===== src/rtl/ifetch_line_queue.sv =====
`default_nettype none
// +--------------------------------------------------------------------------+
// | ifetch_line_queue: FWFT queue of icache lines with a slot unpacker that  |
// | hands one 32-bit instruction plus its PC to decode per cycle.            |
// | Revision: 1.0                                                            |
// +--------------------------------------------------------------------------+
module ifetch_line_queue #(
    parameter int LINE_W = 128,
    parameter int DEPTH  = 4,
    parameter int ADDR_W = 32
) (
    input  logic              clk_i,
    input  logic              rst_ni,
    input  logic              flush_i,
    input  logic              wr_i,
    input  logic [LINE_W-1:0] line_i,
    input  logic [ADDR_W-1:0] pc_i,
    input  logic              rd_i,
    output logic [31:0]       inst_o,
    output logic [ADDR_W-1:0] pc_o,
    output logic              valid_o,
    output logic              full_o,
    output logic              empty_o
);

    localparam int SLOTS = LINE_W / 32;
    localparam int SB    = $clog2(SLOTS);
    localparam int SW    = (SB > 0) ? SB : 1;
    localparam int OFS   = SB + 2;
    localparam int PW    = $clog2(DEPTH);
    localparam int CW    = PW + 1;

    logic [LINE_W-1:0] line_mem  [DEPTH];
    logic [ADDR_W-1:0] base_mem  [DEPTH];
    logic [SW-1:0]     start_mem [DEPTH];

    logic [PW-1:0]     wptr;
    logic [PW-1:0]     rptr;
    logic [PW-1:0]     rptr_next;
    logic [CW-1:0]     count;
    logic [SW-1:0]     slot;
    logic [SW-1:0]     slot_in;
    logic [ADDR_W-1:0] base_in;
    logic              last_slot;
    logic              push;
    logic              pop;
    logic              pop_last;
    logic              unused_pc_lsb;

    generate
        if (SB > 0) begin : g_multi_slot
            assign slot_in   = pc_i[SB+1:2];
            assign last_slot = (slot == SW'(SLOTS - 1));
        end else begin : g_single_slot
            assign slot_in   = 1'b0;
            assign last_slot = 1'b1;
        end
    endgenerate

    assign base_in       = {pc_i[ADDR_W-1:OFS], {OFS{1'b0}}};
    assign unused_pc_lsb = ^pc_i[1:0];

    assign full_o    = (count == CW'(DEPTH));
    assign empty_o   = (count == '0);
    assign valid_o   = !empty_o;
    assign push      = wr_i && !full_o;
    assign pop       = rd_i && !empty_o;
    assign pop_last  = pop && last_slot;
    assign rptr_next = rptr + PW'(1);

    assign inst_o = empty_o ? 32'd0 : line_mem[rptr][32*slot +: 32];
    assign pc_o   = empty_o ? '0 : base_mem[rptr] + ADDR_W'({slot, 2'b00});

    always_ff @(posedge clk_i) begin
        if (!rst_ni || flush_i) begin
            wptr  <= '0;
            rptr  <= '0;
            count <= '0;
            slot  <= '0;
        end else begin
            if (push) begin
                wptr <= wptr + PW'(1);
            end
            if (pop_last) begin
                rptr <= rptr_next;
            end
            count <= count + CW'(push) - CW'(pop_last);
            // Leaving the last line while a push lands: the next entry is the one being written now.
            if (pop_last) begin
                if (count == CW'(1)) begin
                    slot <= push ? slot_in : '0;
                end else begin
                    slot <= start_mem[rptr_next];
                end
            end else if (push && empty_o) begin
                slot <= slot_in;
            end else if (pop) begin
                slot <= slot + SW'(1);
            end
        end
    end

    always_ff @(posedge clk_i) begin
        if (push && rst_ni && !flush_i) begin
            line_mem[wptr]  <= line_i;
            base_mem[wptr]  <= base_in;
            start_mem[wptr] <= slot_in;
        end
    end

endmodule
`default_nettype wire


===== config.mk =====
export PLATFORM = sky130hd
export DESIGN_NAME = ifetch_line_queue
export DESIGN_NICKNAME = d
export VERILOG_FILES = /design/src/rtl/ifetch_line_queue.sv
export SDC_FILE = /design/constraint.sdc
export NUM_CORES = 1
export LEC_CHECK = 0
export ABC_AREA = 0
export CAP_MARGIN = 25
export CORE_AREA = 10 10 272 300
export DETAILED_ROUTE_END_ITERATION = 6
export DIE_AREA = 0 0 282 310
export GPL_TIMING_DRIVEN = 0
export PLACE_DENSITY = 0.48
export SKIP_CTS_REPAIR_TIMING = 1
export SYNTH_ARGS = -nofsm -noshare
export SYNTH_HDL_FRONTEND = slang
export SYNTH_SLANG_ARGS = --single-unit

===== constraint.sdc =====
create_clock -name clk_i -period 14.9 [get_ports clk_i]
set_input_delay 3.725 -clock clk_i [delete_from_list [all_inputs] [get_ports clk_i]]
set_output_delay 3.725 -clock clk_i [all_outputs]
set_load 0.01 [all_outputs]

# ---- Word-level counts from Yosys, hierarchy flattened
# Memories as Yosys holds them, arrays and structs flattened. A register that Yosys moved wholly into a read port is not among the register bits.
# Cells that the tools add are included.
dict set report op_classes {
  n_addsub 6
  eq_ne 3
  shift 1
  mux 13
  n_reduce_logical 13
}
# op n
set ops {}
lappend ops {{$shiftx A128 B8 Y32} 1}
lappend ops {{$mux W32} 2}
lappend ops {{$add A32 B4 Y32} 1}
lappend ops {{$mux W2} 9}
lappend ops {{$add A2 B1 Y2 const B} 3}
lappend ops {{$logic_and A1 B1 Y1} 6}
lappend ops {{$logic_not A1 Y1} 4}
lappend ops {{$add A3 B1 Y3} 1}
lappend ops {{$eq A3 B1 Y1 const B} 1}
lappend ops {{$eq A3 B3 Y1 const B} 1}
lappend ops {{$logic_not A3 Y1} 1}
lappend ops {{$reduce_bool A3 Y1} 1}
lappend ops {{$sub A3 B1 Y3} 1}
lappend ops {{$eq A2 B2 Y1 const B} 1}
lappend ops {{$mux W1} 2}
lappend ops {{$logic_or A1 B1 Y1} 1}
dict set report word_totals {
  ff_bits 9
  ram_bits 632
  input_bits 165
  n_memories 3
}
# name depth width read_ports rd_ports_with_merged_regs write_ports line
set memory_table {}
lappend memory_table {line_mem 4 128 1 1 1 33} ;# logic [LINE_W-1:0] line_mem [DEPTH];
lappend memory_table {base_mem 4 28 1 1 1 34} ;# logic [ADDR_W-1:0] base_mem [DEPTH];
lappend memory_table {start_mem 4 2 1 0 1 35} ;# logic [SW-1:0] start_mem [DEPTH];

# ---- Longest topological paths before layout
# Gate-level depths: netlist of run 1.
dict set report logic_depth {
  depth_word 7
  mapped_depth 10
  depth_no_buf 10
}

# ---- Worst setup path before layout of run 1
# OpenSTA, ideal clock, no wires.
dict set report synth_path {
  kind {input port to flip-flop}
  startpoint {in flush_i}
  endpoint {mem base_mem[0][0] (netlist bit), enable pin}
  arrival_ns 7.814
  required_ns 14.362
  setup_slack_ns 6.548
  stages 4
  n_path_buf 1
  cell_sequence {nand2b_1 -> clkbuf_1 -> nor2_1 -> and2_1}
}
dict set report synth_via {
  elab_chain_cells 4
}
# item line
set synth_lines {}
lappend synth_lines {{from (decl)} 14} ;# input logic flush_i,
lappend synth_lines {{$logic_not A1 Y1} 104} ;# if (push && rst_ni && !flush_i) begin
lappend synth_lines {{$logic_and A1 B1 Y1} 104}
lappend synth_lines {{$mux W1} 104}
lappend synth_lines {{$mux W1 (implied by the code)} 106} ;# base_mem[wptr] <= base_in;
lappend synth_lines {{to (decl)} 34}
# No other way between the ends.

# ---- Worst setup path after layout of run 1
dict set report layout_path {
  startpoint {reg count[1]}
  endpoint {out inst_o[23]}
}
dict set report layout_via {
  elab_chain_cells 2
}
# item line
set layout_lines {}
lappend layout_lines {{from (decl)} 40} ;# logic [CW-1:0] count;
lappend layout_lines {{from (signal assigned)} 87} ;# count <= count + CW'(push) - CW'(pop_last);
lappend layout_lines {{$logic_not A3 Y1} 64} ;# assign empty_o = (count == '0);
lappend layout_lines {{$mux W32} 71} ;# assign inst_o = empty_o ? 32'd0 : line_mem[rptr][32*slot +: 32];
lappend layout_lines {{to (decl)} 19} ;# output logic [31:0] inst_o,
# No other way between the ends.

==> impl_metrics.env, run 1 <==
export IMPL_crit_reg2reg_capture="line_mem[2][16]"
export IMPL_timing_final_crit_period_ps=7830
export IMPL_synth_largest_area_cell="sky130_fd_sc_hd__edfxtp_1"
export IMPL_dp_hpwl_mm=42.4
export IMPL_vias=12199
export IMPL_critical_path_peak_fanout=10
export IMPL_crit_cells=7
export IMPL_seq_area_um2=19200
export IMPL_synth_seq_area_share=0.779
export IMPL_critical_path_max_stage_delay_ps=850
export IMPL_layout_drive_gt1_share=0.213
export IMPL_worst_hold_slack_ps=574
export IMPL_criticalPathCategory="flip-flop to primary output"
export IMPL_port_buffers=227
export IMPL_finalWorstSetupSlack_ps=7070
export IMPL_crit_path_top_delay_cell="sky130_fd_sc_hd__clkbuf_1"
export IMPL_seq_cells_post_synth=643
export IMPL_regToRegStartpoint="count[1]"
export IMPL_tritoncts="done"
export IMPL_pre_cts_ws_ps=7560
export IMPL_first_global_vias=12950
export IMPL_clk_transition_reported_paths_ps=60
export IMPL_timing_critical_path_max_delay_family="buffers and inverters"
export IMPL_run_status="finished, final reports clean"
export IMPL_layout_cells_non_filler=2430
export IMPL_place_inst=2303
export IMPL_rsz_0062_raised_after_global_routing="no"
export IMPL_htree_num_levels=3
export IMPL_pin_count_of_the_biggest_net_entering_global_routing=52
export IMPL_starting_density=0.326
export IMPL_tritoncts_num_buffers=70
export IMPL_post_route_drc_count=0
export IMPL_period_share=0.526
export IMPL_dieArea_um2=87400
export IMPL_drt_pre_antenna_iters=5
export IMPL_setup_reg_to_reg_worst_slack_ps=12070
export IMPL_setup_worst_path_end_class="primary output"
export IMPL_total_grt_overflow=0
export IMPL_synthCells=1091
export IMPL_detail_route_vias_per_cell=5.02
export IMPL_slew_headroom=0.296
export IMPL_yosysUniqueCellTypes=38
export IMPL_layout_nets=1576
export IMPL_row_count=106
export IMPL_cts_max_path_buffers=3
export IMPL_first_pass_grt_wire_length_mm=92.9
export IMPL_syn_mean_instance_area_um2=22.6
export IMPL_clock_skew_final_ps=28.6
export IMPL_finalHoldViolations=0
export IMPL_finalCoreUtilization=0.407
export IMPL_floorplan_die_height_um=310
export IMPL_tightest_slew_ps=1060
export IMPL_place_gp_congestion=0.700
export IMPL_drt_first_iter_violations=844
export IMPL_cp_data_required_time_ps=11180
export IMPL_grt_use_total=0.149
export IMPL_yosys_area_top_type_share=0.770
export IMPL_initial_antenna_violation_count=16
export IMPL_wire_per_inst_um=26.8
export IMPL_critical_path_cell_chain="or3_1 -> buf_6 -> nand2_2 -> nor2_1 -> clkbuf_1 -> a221o_1 -> clkdlybuf4s50_1"
export IMPL_cts_root_buf="sky130_fd_sc_hd__clkbuf_16"
export IMPL_yosys_warnings=0
export IMPL_area_growth_syn_to_layout_pct=24.7
export IMPL_dieWidth_um=282
export IMPL_power_leakage_nw=9.53
export IMPL_placedInstanceArea_um2=28500
export IMPL_timing_hold_worst_path_depth=2
export IMPL_timing_critical_path_buf_inv=3
export IMPL_endpoint="inst_o[23]"
export IMPL_floorplan_io_pins=232
export IMPL_worst_skew_pair_late_latency_ps=620
export IMPL_finalMaxSlewViolations=0
export IMPL_r2r_cells=6
export IMPL_cap_viol_max_count=0
export IMPL_power_density_nw_per_um2=126
export IMPL_multi_input_comb_area_um2=5110
export IMPL_setup_viol=0
export IMPL_drt_antenna_violating_nets=0
export IMPL_max_freq_mhz=128
export IMPL_finalWirelength_mm=65.0
export IMPL_fin_total_pwr_mw=3.87
export IMPL_finalInstanceArea_um2=30700
export IMPL_yosys_top_cells_area="sky130_fd_sc_hd__edfxtp_1 (77%), sky130_fd_sc_hd__mux4_2 (14%), sky130_fd_sc_hd__a221o_1 (1.3%)"
export IMPL_synthesis_area_um2=24600
export IMPL_crit_path_start="count[1]"
export IMPL_core_area_um2=75500
export IMPL_totalNegativeSetupSlack_ps=0
export IMPL_timing_critical_path_arrival_ps=4110
export IMPL_setup_worst_path_start_class="flip-flop"
export IMPL_ir_drop_v=0.0000709
export IMPL_fill_cells=6663
export IMPL_worstHoldPathType="flip-flop to flip-flop"
export IMPL_worstHoldStart="wptr[1]"
export IMPL_cts_sinks=643
==> cell usage in the layout (no fill, tap or decap), drive strengths merged, types with 3 or more instances in the layout <==
cell	count
nand2b	3
inv	10
and2	36
mux2i	3
a22o	16
nor2	12
clkinv	32
a221o	32
edfxtp	632
buf	47
a21oi	56
dfxtp	11
ha	7
nand2	5
clkbuf	109
bufinv	7
nor3	16
mux4	158
nor2b	15
clkdlybuf4s50	227
==> worst min-delay path, cell delays in order (launching register included) <==
cell,delay [ps]
sky130_fd_sc_hd__dfxtp_1,340
sky130_fd_sc_hd__mux2i_1,140
sky130_fd_sc_hd__nor2_1,50
==> how the worst min path moves through the flow <==
stage | to | slack (ps)
after floorplan | count[2] | 510
after global placement | wptr[1] | 530
after detailed placement | wptr[1] | 570
after CTS | wptr[1] | 580
after global routing | wptr[1] | 610
final | wptr[1] | 570
==> cell families after synthesis <==
| family | after synthesis | synth area share |
|---|---|---|
| xor+xnor | 4 | 0.00142 |
| buf+inv | 67 | 0.0140 |
| mux | 162 | 0.146 |
| fa+ha+maj | 8 | 0.00437 |
| flops | 643 | 0.779 |
| other cells | 1 | 0.000152 |
| simple gates | 97 | 0.0230 |
| compound gates | 109 | 0.0317 |
==> power by group <==
| group | switching, mW | internal (mW) | leakage (nW) |
|---|---|---|---|
| registers | 0.00434 | 2.01 | 5.80 |
| clock network | 0.705 | 1.00 | 1.11 |
| logic | 0.0713 | 0.0786 | 2.62 |
==> state kept, by name, summed over array words and instances, names as in the netlist, named ones only <==
| signal | count |
|---|---|
| line_mem | 512 |
| slot | 2 |
| start_mem | 8 |
| base_mem | 112 |
| rptr | 2 |
| count | 3 |
| wptr | 2 |
==> Yosys cell counts <==
cell type and n:
sky130_fd_sc_hd__a221o_1 32, sky130_fd_sc_hd__nand3_1 2, sky130_fd_sc_hd__xnor2_1 2, sky130_fd_sc_hd__nor3b_1 1, sky130_fd_sc_hd__mux2_2 1, sky130_fd_sc_hd__a22o_1 16
sky130_fd_sc_hd__buf_2 21, sky130_fd_sc_hd__nor2_1 12, sky130_fd_sc_hd__nand2_1 4, sky130_fd_sc_hd__nand3b_1 2, sky130_fd_sc_hd__buf_6 6, sky130_fd_sc_hd__nand2_2 1
sky130_fd_sc_hd__nor3_1 16, sky130_fd_sc_hd__mux4_2 158, sky130_fd_sc_hd__conb_1 1, sky130_fd_sc_hd__clkbuf_1 26, sky130_fd_sc_hd__inv_1 5, sky130_fd_sc_hd__xor2_1 2
sky130_fd_sc_hd__nor3b_2 1, sky130_fd_sc_hd__a31oi_1 2, sky130_fd_sc_hd__ha_1 7, sky130_fd_sc_hd__buf_1 2, sky130_fd_sc_hd__and2_1 36, sky130_fd_sc_hd__a21oi_1 56
sky130_fd_sc_hd__nand4b_1 1, sky130_fd_sc_hd__dfxtp_1 11, sky130_fd_sc_hd__mux2i_1 3, sky130_fd_sc_hd__o311a_1 1, sky130_fd_sc_hd__edfxtp_1 632, sky130_fd_sc_hd__and3_4 1
sky130_fd_sc_hd__o2111ai_1 2, sky130_fd_sc_hd__nand2b_1 3, sky130_fd_sc_hd__buf_4 6, sky130_fd_sc_hd__fa_1 1, sky130_fd_sc_hd__nor2b_1 15, sky130_fd_sc_hd__or3_1 1
sky130_fd_sc_hd__inv_2 1, sky130_fd_sc_hd__or4b_2 1
==> routing by layer <==
| layer | wire (um) | vias to the layer above | track usage |
|---|---|---|---|
| li1 | - | 5281 | - |
| met1 | 27300 | 6478 | 0.190 |
| met2 | 32300 | 320 | 0.246 |
| met3 | 4140 | 92 | 0.0400 |
| met4 | 1140 | 28 | 0.0403 |
| met5 | 186 | - | 0 |
==> area by class of cell <==
cell class	count	share of cell area
Antenna cell	1	0.0000814
Buffer	61	0.0105
Clock buffer	83	0.0593
Clock inverter	43	0.0140
Inverter	6	0.000733
Multi-Input combinational cell	382	0.166
Sequential cell	643	0.625
Tap cell	972	0.0396
Timing Repair Buffer	239	0.0847
Power figures use the tool's default switching activity.
==> run 2, diff against run 1 <==
--- a/config.mk
+++ b/config.mk
@@ -11,7 +11,7 @@
 export DETAILED_ROUTE_END_ITERATION = 6
 export DIE_AREA = 0 0 282 310
 export GPL_TIMING_DRIVEN = 0
-export PLACE_DENSITY = 0.48
+export PLACE_DENSITY = 0.49
 export SKIP_CTS_REPAIR_TIMING = 1
 export SYNTH_ARGS = -nofsm -noshare
 export SYNTH_HDL_FRONTEND = slang
==> constraint.sdc (replaced) <==
create_clock -name clk_i -period 6.53 [get_ports clk_i]
set_input_delay 1.6325 -clock clk_i [delete_from_list [all_inputs] [get_ports clk_i]]
set_output_delay 1.6325 -clock clk_i [all_outputs]
set_load 0.01 [all_outputs]
==> impl_metrics.env, run 2 (synthesis gave the netlist of run 1 again) <==
export IMPL_ir_drop_v=0.000176
export IMPL_worst_hold_slack_ps=561
export IMPL_worst_skew_pair_late_latency_ps=590
export IMPL_tritoncts_num_buffers=72
export IMPL_finalInstanceArea_um2=30700
export IMPL_cts_sinks=643
export IMPL_combinational_power_share=0.039
export IMPL_slew_headroom=0.295
export IMPL_tightest_slew_ps=1060
export IMPL_place_gp_congestion=0.717
export IMPL_max_freq_mhz=178
export IMPL_criticalPathCategory="flip-flop to primary output"
export IMPL_r2r_cells=6
export IMPL_dp_hpwl_mm=42.0
export IMPL_pin_count_of_the_biggest_net_entering_global_routing=50
export IMPL_p_sw_mw=1.76
export IMPL_worstHoldStart="count[2]"
export IMPL_finalWirelength_mm=64.8
export IMPL_p_seq_frac=0.523
export IMPL_tritoncts="done"
export IMPL_post_route_drc_count=0
export IMPL_critical_path_peak_fanout=10
export IMPL_layout_nets=1579
export IMPL_timing_critical_path_arrival_ps=4000
export IMPL_htree_num_levels=3
export IMPL_crit_path_top_delay_cell="sky130_fd_sc_hd__clkbuf_1"
export IMPL_rsz_0062_raised_after_global_routing="no"
export IMPL_power_switching_share=0.200
export IMPL_critical_path_most_common_cell="sky130_fd_sc_hd__buf_2"
export IMPL_layout_commonest_cell="sky130_fd_sc_hd__edfxtp_1"
export IMPL_cts_root_buf="sky130_fd_sc_hd__clkbuf_16"
export IMPL_clockPowerShare=0.438
export IMPL_critical_path_max_stage_delay_ps=790
export IMPL_power_leakage_nw=9.51
export IMPL_timing_final_crit_period_ps=5630
export IMPL_setup_worst_path_start_class="flip-flop"
export IMPL_dieArea_um2=87400
export IMPL_dieWidth_um=282
export IMPL_fill_cells=6672
export IMPL_placedInstanceArea_um2=28500
export IMPL_wire_per_inst_um=26.6
export IMPL_critical_path_cell_chain="buf_2 -> buf_2 -> buf_2 -> clkbuf_1 -> mux4_2 -> a221o_1 -> clkdlybuf4s50_1"
export IMPL_regToRegStartpoint="count[1]"
export IMPL_mostFrequentLayoutCells="sky130_fd_sc_hd__edfxtp_1 (632), sky130_fd_sc_hd__clkdlybuf4s50_1 (227), sky130_fd_sc_hd__mux4_2 (158)"
export IMPL_detail_route_vias_per_cell=5.02
export IMPL_finalCoreUtilization=0.407
export IMPL_floorplan_io_pins=232
export IMPL_leading_registers_by_flop_count="line_mem: 512 flops, base_mem: 112 flops, start_mem: 8 flops"
export IMPL_clk_transition_reported_paths_ps=60
export IMPL_worstHoldPathType="flip-flop to flip-flop"
export IMPL_layout_drive_gt1_share=0.214
export IMPL_power_density_nw_per_um2=286
export IMPL_largest_register="line_mem"
export IMPL_timing_hold_worst_path_depth=2
export IMPL_min_to="count[2]"
export IMPL_run_status="finished, final reports clean"
export IMPL_finalMaxSlewViolations=0
export IMPL_setup_worst_path_end_class="primary output"
export IMPL_cap_viol_max_count=0
export IMPL_seq_area_um2=19200
export IMPL_drt_pre_antenna_iters=5
export IMPL_finalHoldViolations=0
export IMPL_starting_density=0.326
export IMPL_multi_input_comb_area_um2=5110
export IMPL_crit_reg2reg_capture="line_mem[2][6]"
export IMPL_drt_antenna_violating_nets=0
export IMPL_first_global_vias=13112
export IMPL_port_buffers=227
export IMPL_clock_skew_final_ps=21.8
export IMPL_cp_data_required_time_ps=4900
export IMPL_setup_reg_to_reg_worst_slack_ps=3620
export IMPL_total_grt_overflow=0
export IMPL_floorplan_die_height_um=310
export IMPL_core_area_um2=75500
export IMPL_max_ffs_per_register=512
export IMPL_internal_power_mw=7.02
export IMPL_drt_first_iter_violations=975
export IMPL_vias=12208
export IMPL_period_share=0.862
export IMPL_area_growth_syn_to_layout_pct=24.6
export IMPL_cts_max_path_buffers=3
export IMPL_setup_viol=0
export IMPL_row_count=106
export IMPL_first_pass_grt_wire_length_mm=93.2
export IMPL_initial_antenna_violation_count=13
export IMPL_grt_use_total=0.148
run 2: cell types whose count changed in the layout (fill, tap and decap cells not counted), sizes merged:
cell | before | now
buf | 47 | 48
bufinv | 7 | 5
clkbuf | 109 | 117
clkinv | 32 | 25
clkinvlp | 0 | 3
run 2: stage by stage:
| stage | setup TNS [ps] | power [mW] | std cells | setup WS [ps] |
|---|---|---|---|---|
| CTS | 0 | 8.89 | 2432 | 708 |
| finish | 0 | 8.78 | 2433 | 900 |
| floorplan | 0 | 4.79 | 1092 | 271 |
| global route | 0 | 9.08 | 2432 | 670 |
| global placement | -2534010 | 5.02 | 2291 | -4090 |
| detailed placement | 0 | 5.03 | 2304 | 1380 |
run 2: critical path, delay by kind of cell (launching register included):
family	cells	cell delay, ps
buf+inv	5	2270
mux	1	410
compound gates	1	410
flops	1	300
run 2: power by group through the flow:
stage / Combinational, mW / Clock [mW] / Sequential [mW]
6_report: 0.344 / 3.84 / 4.59
2_1_floorplan: 0.108 / 0 / 4.68
3_3_place_gp: 0.336 / 0 / 4.69
5_1_grt: 0.372 / 4.12 / 4.59
3_5_place_dp: 0.350 / 0 / 4.68
4_1_cts: 0.352 / 3.95 / 4.59
run 2: metal layers:
metal,part of all wire,global-route usage,wire length (um),vias up
met2,0.49,0.247,32100,298
met5,0.0020,0,127,-
met3,0.060,0.0371,3880,99
met4,0.020,0.0424,1270,22
li1,-,-,-,5280
met1,0.42,0.189,27400,6509
run 2: worst max-delay path by stage:
stage / from / to / cells past startpoint
finish: flip-flop / inst_o[10] / 7
global route: flip-flop / inst_o[9] / 7
CTS: slot[0] / inst_o[6] / 6
detailed placement: slot[0] / inst_o[6] / 6
global placement: wr_i / line_mem[3][67] / 4
floorplan: flush_i / base_mem[0][0] / 4
run 2: final cells by class:
| cell class | instances | area share |
|---|---|---|
| tap | 972 | 0.0396 |
| inverter | 6 | 0.000733 |
| timing repair buffer | 240 | 0.0852 |
| sequential | 643 | 0.625 |
| multi-input combinational | 382 | 0.166 |
| clock inverter | 37 | 0.0103 |
| clock buffer | 91 | 0.0620 |
| antenna | 1 | 0.0000815 |
| buffer | 61 | 0.0105 |
